File: src/rtl/operand_compare_seq.sv
`default_nettype none
// +--------------------------------------------------------------------------+
// | Module   : operand_compare_seq                                           |
// | Purpose  : Sequential exponent / fraction magnitude compare of two       |
// |            IEEE-754 single operands, for the front end of an adder.      |
// |            Exponents are compared in one cycle; on a tie the fractions   |
// |            are compared 8 bits per cycle, MSB chunk first.               |
// | Options  : FPU_CMP_EARLY_EXIT_EN - leave the fraction walk on the first  |
// |            unequal chunk instead of always walking all three chunks.     |
// | Revision : 1.0 - initial release                                         |
// +--------------------------------------------------------------------------+
module operand_compare_seq (
   input  logic        Clk,
   input  logic        Reset,
   input  logic [31:0] OperandX,
   input  logic [31:0] OperandY,
   input  logic        Operation,
   input  logic        InValid,
   output logic        InReady,
   output logic        SignOperandX,
   output logic        SignOperandY,
   output logic        EffOperation,
   output logic        ExclusiveSign,
   output logic        DSign,
   output logic        DZF,
   output logic        CMP1,
   output logic        OutValid,
   input  logic        OutReady
);

   typedef enum logic [1:0] {
      IDLE = 2'd0,
      EXP  = 2'd1,
      MANT = 2'd2,
      DONE = 2'd3
   } state_t;

   state_t      state;
   state_t      state_next;

   logic [7:0]  exp_x;
   logic [7:0]  exp_y;
   logic [22:0] frac_x;
   logic [22:0] frac_y;
   logic [1:0]  chunk_idx;
   logic        decided;      // an unequal chunk has already fixed CMP1

   logic [8:0]  exp_diff;
   logic [7:0]  chunk_x;
   logic [7:0]  chunk_y;
   logic        chunk_first_ne;
   logic        mant_last;

   // Exponent difference; bit 8 is the borrow (set when Ey > Ex).
   always_comb begin
      exp_diff = {1'b0, exp_x} - {1'b0, exp_y};
   end

   // Select the fraction chunk under inspection and decide whether MANT ends.
   always_comb begin
      chunk_x = 8'd0;
      chunk_y = 8'd0;
      case (chunk_idx)
         2'd0: begin
            chunk_x = frac_x[22:15];
            chunk_y = frac_y[22:15];
         end
         2'd1: begin
            chunk_x = frac_x[14:7];
            chunk_y = frac_y[14:7];
         end
         default: begin
            chunk_x = {1'b0, frac_x[6:0]};
            chunk_y = {1'b0, frac_y[6:0]};
         end
      endcase
      chunk_first_ne = (chunk_x != chunk_y) && !decided;
`ifdef FPU_CMP_EARLY_EXIT_EN
      mant_last = (chunk_idx == 2'd2) || chunk_first_ne;
`else
      mant_last = (chunk_idx == 2'd2);
`endif
   end

   // FSM state register.
   always_ff @(posedge Clk) begin
      if (Reset) state <= IDLE;
      else       state <= state_next;
   end

   // FSM next-state and handshake outputs.
   always_comb begin
      state_next = state;
      InReady    = 1'b0;
      OutValid   = 1'b0;
      case (state)
         IDLE: begin
            InReady = 1'b1;
            if (InValid) state_next = EXP;
         end
         EXP: begin
            state_next = (exp_diff == 9'd0) ? MANT : DONE;
         end
         MANT: begin
            if (mant_last) state_next = DONE;
         end
         DONE: begin
            OutValid = 1'b1;
            // Return to IDLE only; acceptance waits for the next cycle.
            if (OutReady) state_next = IDLE;
         end
         default: state_next = IDLE;
      endcase
   end

   // Operand capture and compare result registers.
   always_ff @(posedge Clk) begin
      if (Reset) begin
         exp_x        <= 8'd0;
         exp_y        <= 8'd0;
         frac_x       <= 23'd0;
         frac_y       <= 23'd0;
         SignOperandX <= 1'b0;
         SignOperandY <= 1'b0;
         EffOperation <= 1'b0;
         DSign        <= 1'b0;
         DZF          <= 1'b0;
         CMP1         <= 1'b0;
         decided      <= 1'b0;
         chunk_idx    <= 2'd0;
      end else begin
         case (state)
            IDLE: begin
               if (InValid) begin
                  SignOperandX <= OperandX[31];
                  SignOperandY <= OperandY[31];
                  exp_x        <= OperandX[30:23];
                  exp_y        <= OperandY[30:23];
                  frac_x       <= OperandX[22:0];
                  frac_y       <= OperandY[22:0];
                  EffOperation <= Operation;
                  CMP1         <= 1'b0;
                  decided      <= 1'b0;
                  chunk_idx    <= 2'd0;
               end
            end
            EXP: begin
               DSign <= ~exp_diff[8];
               DZF   <= (exp_diff == 9'd0);
            end
            MANT: begin
               if (chunk_first_ne) begin
                  CMP1    <= (chunk_y > chunk_x);
                  decided <= 1'b1;
               end
               chunk_idx <= mant_last ? 2'd0 : chunk_idx + 2'd1;
            end
            default: ;
         endcase
      end
   end

   // Sign relation feeding the effective-operation decision downstream.
   always_comb begin
      ExclusiveSign = SignOperandX ^ SignOperandY;
   end

endmodule
`default_nettype wire

File: config.mk
export PLATFORM = sky130hd
export DESIGN_NAME = operand_compare_seq
export DESIGN_NICKNAME = d
export VERILOG_FILES = /design/src/rtl/operand_compare_seq.sv
export SDC_FILE = /design/constraint.sdc
export NUM_CORES = 1
export LEC_CHECK = 0
export ABC_AREA = 1
export BUFFER_PORTS_ARGS = -buffer_cell sky130_fd_sc_hd__buf_2
export CAP_MARGIN = 20
export CORE_UTILIZATION = 42
export DETAILED_ROUTE_END_ITERATION = 10
export PLACE_DENSITY = 0.75
export SYNTH_ARGS = -nofsm -noshare
export SYNTH_HDL_FRONTEND = slang
export SYNTH_SLANG_ARGS = --single-unit
File: constraint.sdc
create_clock -name Clk -period 5.71 [get_ports Clk]
set_clock_uncertainty 0.1 [all_clocks]
set_input_delay 0.571 -clock Clk [delete_from_list [all_inputs] [get_ports Clk]]
set_output_delay 0.571 -clock Clk [all_outputs]
set_load 0.1 [all_outputs]
* Word-level counts from Yosys, hierarchy flattened
Index checks and enable logic that the tools add are counted.
** Storage, ports and cells
- Output and inout port bits :: 9
- Word-level logic and storage cells :: 55
- Register bits :: 73
** Operators by class
- Bitwise gates (word level) :: 2
- Equal/unequal tests :: 10
- $add $sub $neg :: 2
- Reduce and logical (&&, ||, !) cells :: 10
- Multiplexer cells :: 17
- Magnitude comparators :: 1
** Operator list (count)
- case mux 8 bit (2 select lines) :: 2
- two-way mux 2 bit :: 5
- logical NOT 9 bit :: 1
- subtractor 8 x 8 -> 9 bit :: 1
- greater-than comparator 8 bit :: 1
- inequality test 2 bit (second input constant) :: 4
- inequality test 8 bit :: 1
- case mux 2 bit (4 select lines) :: 1
- equality test 2 bit (second input constant) :: 3
- two-way mux 1 bit :: 6
- AND reduction 3 bit :: 2
- equality test 2 x 1 -> 1 bit (second input constant) :: 2
- logical NOT 2 bit :: 2
- case mux 1 bit (2 select lines) :: 2
- case mux 2 bit (2 select lines) :: 1
- AND reduction 2 bit :: 2
- adder 2 x 1 -> 2 bit (second input constant) :: 1
- nonzero test 2 bit :: 1
- logical AND 1 bit :: 1
- logical NOT 1 bit :: 1
- NOT 1 bit :: 1
- bitwise XOR 1 bit :: 1

* Longest topological paths before layout
Gate-level depths: netlist of the first run.
- Depth in word-level cells :: 6
- Mapped depth :: 16
- Gate-level depth less buffers :: 16

* Worst setup path before layout of the first run
Ideal clock, no wire load.
- Kind :: register to output
- Start :: register SignOperandY
- End :: output ExclusiveSign
- Slack :: 2.578 ns
- Arrival :: 2.461 ns
- Cell stages (with the launch flop) :: 2
- Cells stage by stage :: dfxtp_1 -> xor2_1
** Between the ends
- Longest elaborated chain between the ends :: 1
** Ends and longest elaborated chain
- from (decl) :: line 21 : output logic SignOperandY,
- from (signal assigned) :: line 136 : SignOperandY <= OperandY[31];
- bitwise XOR 1 bit :: line 165 : ExclusiveSign = SignOperandX ^ SignOperandY;
- to (decl) :: line 23 : output logic ExclusiveSign,
Every way passes these cells.

* Worst setup path in the final report of the first run
- Start :: register state[0]
- End :: register frac_x[5]
** Between the ends
- Longest elaborated chain between the ends :: 2
** Ends and longest elaborated chain
- from (decl) :: line 38 : state_t state;
- from (signal assigned) :: line 88 : else state <= state_next;
- logical NOT 2 bit :: line 132 : case (state)
- AND reduction 2 bit (no line)
- to (signal assigned) :: line 139 : frac_x <= OperandX[22:0];
- to (decl) :: line 43 : logic [22:0] frac_x;
Every way passes these cells.
A chain may end at the register's enable or synchronous reset.

==> run metrics, run 1 <==
post-layout minimum cycle time 2650 ps; die width 93.6 um; Static Leakage 1.95 nW; kind of end point of the critical path flop; Rel. slew slack 56.8%; H-tree levels 3; cell with the most instances after synthesis nor2_1; row cnt 33; Vias/cell 5.07; Synth Register Bits 73; Core Footprint 0.00818 mm2; Die ar. slightly below 0.009 mm2; initial drt markers between 100 and 150; Critical Path RT 5850 ps; FMAX 0.377 GHz; setup repair bufs after CTS 0; Multi-input gate area 0.00181 mm2; Power Total 2.16 mW; commonest cells in the netlist nor2_1, dfxtp_1, o21ai_0; number of global-route vias before repair 3161; Root Driver clkbuf_8; Avg Inst Size Synth 7.23 um2; NumNets Final between 600 and 700; Non-Filler Instances around 670; Cell variety after synth 32; Skew-Pair Late Insertion Delay 350 ps; Max Cap Viol 0; CTS sink cnt between 70 and 80; Layout fillers 801; post-CTS resize count 0; hpwl dp 5.93 mm; Layout Utilization 50.8%; Total Routing Usage GR about a fifth; Post-DP Area between 0.003 and 0.004 mm2; setup_tns 0 ps; Slew @ Worst Pin 647 ps; fin crit share 46.5%; worst-path maximum fanout 76; CP Class reg2reg; share of post-route cells with drive strength above 1 about a fifth; largest net degree at the start of global routing 77; drt pass-1 iters 4; Placer Congestion 0.893; Yosys top cell area share approximately two fifths; starting density of the core 43.1%; drc violations 0; Overflow after GRT 0; first-pass GRT wire length 13.8 mm; HP Class reg2reg; critical-path cell list inv_1, ha_1, nand2_2, buf_4, inv_1, buf_4, nor2_1, nor2_1; clock buffer depth 2; I/O pins between 70 and 80; Worst-path clk slew roughly 80 ps; Top FF cell, synth dfxtp_1; CTS tree yes; Port Buffer Count 77; diode count 0; RSZ-0062 raised after global routing false; final wirelength 8.12 mm; Mapped Cells 487; peak per-stage delay on the critical path 500 ps; number of synthesized flops with an enable pin 0; Die Ht 93.6 um; Ys Warns 0; mapped cell area about 0.0035 mm2; Slew Limit Fails 0; Syn Nets 577; Setup crit start kind flop; WL per Instance 12.2 um; area leader, netlist dfxtp_1; setup violators final 0; status complete, no violations; reg2reg setup slack 3060 ps; critical path arrival approximately 2800 ps; DR vias 3369; CTS buffer count 9; final hold vios 0; cell total after placement ~650; Power Density 521 mW/mm2; initial antenna violation count 0; VDD IR max roughly 0.19 mV; Register Area around 0.0015 mm2; Area Overhead vs Synth 18.0%; synth top area cells dfxtp_1, nor2_1, o21ai_0; post-synthesis sequential area ratio roughly two fifths; ys async rst share 0%; hold buffers post-CTS 0; ANT nets after route 0; fin area 0.00416 mm2; CP max stage cell buf_4
==> state kept, by name, summed over array words and instances (netlist names) <==
signal        count
frac_y           23
chunk_idx         2
exp_x             8
SignOperandX      1
decided           1
frac_x           23
CMP1              1
DZF               1
EffOperation      1
DSign             1
SignOperandY      1
exp_y             8
state             2
==> cells by family (layout without fill, tap and decap cells) <==
logic type,count (synthesis),count (layout),synth area share (%)
and+or+nand+nor,206,206,23.9
xor gates and xnor gates,1,1,0.249
AOI/OAI and AO/OA,123,123,19.5
adders and majority gates,21,21,7.67
DFF,73,73,41.5
buffers and inverters,63,136,7.21
==> path summary, 6_finish.rpt <==
kind / startpoint / to / depth (start not counted)
worst min register to register: exp_y[7]$_SDFFE_PP0P_ / exp_y[7]$_SDFFE_PP0P_ / 2
worst min-delay path: exp_y[7]$_SDFFE_PP0P_ / exp_y[7]$_SDFFE_PP0P_ / 2
worst max register to register: state[0]$_SDFFE_PP0P_ / frac_x[5]$_SDFFE_PP0P_ / 8
worst max-delay path: state[0]$_SDFFE_PP0P_ / frac_x[5]$_SDFFE_PP0P_ / 8
==> worst max-delay path: cells and delay by family (launching register included) <==
kind / cells / cell delay, ps
adder cells (fa/ha/maj): 1 / 270
buffers and inverters: 4 / 1470
AND/OR/NAND/NOR: 3 / 270
flip-flops: 1 / 420
==> area by class of cell <==
| type | instances | share of cell area (%) |
|---|---|---|
| clock buffer | 9 | 2.98 |
| clock inverter | 7 | 1.72 |
| inverter | 40 | 3.61 |
| multi-input combinational | 351 | 43.6 |
| sequential | 73 | 35.2 |
| tap | 105 | 3.16 |
| timing repair buffer | 80 | 9.81 |
==> metrics by stage <==
stage	hold WS [ps]	setup WS (ps)
global route	361	2770
finish	363	3060
global placement	345	3160
CTS	353	3080
floorplan	330	2580
detailed placement	353	3070
==> cell usage in the layout, fill, tap and decap left out <==
cell and count:
a22o_1 8, buf_2 77, clkbuf_8 9, clkinvlp_4 3
inv_1 38, dfxtp_1 73, xor2_1 1, o22ai_1 8
or2_1 1, nand4_1 4, o21ai_0 70, nor4_1 1
clkinv_2 2, nand3_2 2, o211ai_2 1, o211ai_1 2
buf_4 3, nor2_2 4, nor2_1 134, a21oi_4 1
fa_1 1, clkinv_1 1, nand2_1 44, nand3_1 8
o21bai_1 1, inv_2 1, a21oi_1 30, a21oi_2 1
nand2_2 6, clkinv_4 1, a211oi_1 1, bufinv_16 1
nand3b_1 2, ha_1 20
==> power by group <==
| group | internal (mW) | switching (mW) |
|---|---|---|
| registers | 0.643 | 0.0800 |
| clock network | 0.201 | 0.196 |
| logic | 0.343 | 0.703 |
==> per-layer routing <==
layer | routed length, um | part of all wire (%) | track usage [%]
met1 | 3700 | 45 | 23.9
met2 | 3940 | 48 | 34.7
met4 | 133 | 1.6 | 6.41
met3 | 355 | 4.4 | 4.96
met5 | 0 | 0 | 0
Note: power is estimated with default switching activity, not from simulation.
==> run 2, diff against run 1 <==
PLACE_DENSITY = 0.78   (was 0.75)
clock period = 2.2 ns   (was 5.71 ns; I/O delays follow)
==> run metrics, run 2 (same netlist as run 1, synthesis figures left out) <==
status complete, no violations (unchanged); fin crit share 97.2% (was 46.5%); Worst-path clk slew 80 ps (about the same); CTS buffer count 9 (unchanged); Skew-Pair Late Insertion Delay 340 ps (was 350 ps); Rel. slew slack 63.0% (was 56.8%); initial antenna violation count 0 (unchanged); worst reg2reg path depth 12 (was 8); setup violators final 0 (unchanged); Setup crit start kind flop (unchanged); diode count 0 (unchanged); drt pass-1 iters 4 (unchanged); worst r2r src chunk_idx[0]$_SDFFE_PP0P_ (was state[0]$_SDFFE_PP0P_); WL per Instance 12.1 um (was 12.2 um); Largest regs frac_x: 23 flops, frac_y: 23 flops (unchanged); Total Routing Usage GR 19.9% (about the same); Root Driver clkbuf_8 (unchanged); reg2reg setup slack 60 ps (was 3060 ps); final wirelength 8.07 mm (was 8.12 mm); Overflow after GRT 0 (unchanged); fin area 0.00429 mm2 (was 0.00416 mm2); CP Class reg2reg (unchanged); Post-DP Area 0.00404 mm2 (was 0.00396 mm2); Placer Congestion 0.900 (was 0.893); HP Class in2reg (was reg2reg); WHS 20.6 ps (was 363 ps); Layout Utilization 52.5% (was 50.8%); row cnt 33 (unchanged); post-layout minimum cycle time 2140 ps (was 2650 ps); Power Density 1360 mW/mm2 (was 521 mW/mm2); Non-Filler Instances 669 (was 665); NumNets Final 650 (was 645); starting density of the core 43.1% (unchanged); critical path arrival 2320 ps (was 2800 ps); die width 93.6 um (unchanged); Static Leakage 2.00 nW (was 1.95 nW); Die ar. 0.00876 mm2 (unchanged); FMAX 0.467 GHz (was 0.377 GHz); hold buffers post-CTS 0 (unchanged); Core Footprint 0.00818 mm2 (unchanged); hpwl dp 5.99 mm (was 5.93 mm); Critical path origin chunk_idx[0]$_SDFFE_PP0P_ (was state[0]$_SDFFE_PP0P_); ANT nets after route 0 (unchanged); CTS sink cnt 73 (unchanged); FF-to-FF End decided$_SDFFE_PP0P_ (was frac_x[5]$_SDFFE_PP0P_); Layout fillers 814 (was 801); Slew @ Worst Pin 554 ps (was 647 ps); Vias/cell 4.96 (was 5.07); cell total after placement 654 (was 649); kind of end point of the critical path flop (unchanged); Area Overhead vs Synth 21.7% (was 18.0%); Port Buffer Count 77 (unchanged); Worst Setup EP decided$_SDFFE_PP0P_ (was frac_x[5]$_SDFFE_PP0P_); I/O pins 78 (unchanged); largest net degree at the start of global routing 56 (was 77); Power Total 5.82 mW (was 2.16 mW); Max Cap Viol 0 (unchanged); VDD IR max 0.485 mV (was 0.191 mV); number of global-route vias before repair 3090 (was 3161); Die Ht 93.6 um (unchanged); CTS tree yes (unchanged); initial drt markers 131 (was 148); RSZ-0062 raised after global routing true (was false); Slew Limit Fails 0 (unchanged); final hold vios 0 (unchanged); worst-path maximum fanout 7 (was 76); DR vias 3319 (was 3369); drc violations 0 (unchanged); first-pass GRT wire length 13.7 mm (was 13.8 mm); commonest cells after routing, fill and taps aside nor2_1, buf_2, dfxtp_1 (unchanged); clock buffer depth 2 (unchanged); Critical Path RT 2380 ps (was 5850 ps); most common cell after layout, fill and taps aside nor2_1 (unchanged); share of post-route cells with drive strength above 1 23.0% (was 20.0%); H-tree levels 3 (unchanged)
run 2: how the worst min path moves through the flow:
| stage | to | depth (start not counted) | slack (ps) | startpoint |
|---|---|---|---|---|
| after floorplan | state[0]$_SDFFE_PP0P_ | 1 | 180 | Reset |
| after global placement | exp_y[7]$_SDFFE_PP0P_ | 2 | 340 | exp_y[7]$_SDFFE_PP0P_ |
| after detailed placement | exp_y[7]$_SDFFE_PP0P_ | 2 | 350 | exp_y[7]$_SDFFE_PP0P_ |
| after CTS | frac_x[18]$_SDFFE_PP0P_ | 3 | 10 | OperandX[18] |
| after global routing | frac_x[14]$_SDFFE_PP0P_ | 3 | 30 | OperandX[14] |
| final | frac_x[18]$_SDFFE_PP0P_ | 3 | 20 | OperandX[18] |
run 2: layout make-up:
type                            instances  area [um2]  area share [%]
Multi-Input combinational cell        351        1860            43.3
Sequential cell                        73        1470            34.2
Timing Repair Buffer                   85         474            11.1
Inverter                               40         153            3.56
Tap cell                              105         131            3.06
Clock buffer                            9         124            2.89
Clock inverter                          6        83.8            1.95
run 2: where the power goes:
part / leakage [nW] / total, mW / switching, mW / internal, mW
clock: 0.109 / 1.12 / 0.495 / 0.628
combinational: 1.29 / 2.81 / 1.85 / 0.961
sequential: 0.605 / 1.89 / 0.221 / 1.67
run 2: repair_timing:
item,4_1_cts,5_1_grt
setup endpoints to repair,2,4
buffers inserted,0,0
resized for setup,2,15
pin swaps,0,9
run 2: stage by stage:
stage / setup TNS [ps] / setup WS (ps)
floorplan: -54.2 / -54.2
CTS: 0 / 5.55
global placement: 0 / 48.8
finish: 0 / 60.7
global route: -93.2 / -56.2
detailed placement: -80.2 / -46.1
run 2: metal layers:
metal | global-route usage, % | wire, um | vias up
met3 | 4.31 | 289 | 14
li1 | - | - | 1738
met1 | 23.7 | 3700 | 1500
met5 | 0 | 0 | -
met4 | 8.08 | 148 | 0
met2 | 34.6 | 3930 | 67
run 2: critical path: stages (launching register included):
cell     delay [ps]
dfxtp_4         380
inv_4            50
nor2_4          150
buf_6           140
a22o_1          120
a21oi_1          50
ha_1            300
nand2_1          60
nor4_2          280
o21ai_1         150
nand2_1         100
nand2_1          90
a21oi_2         110
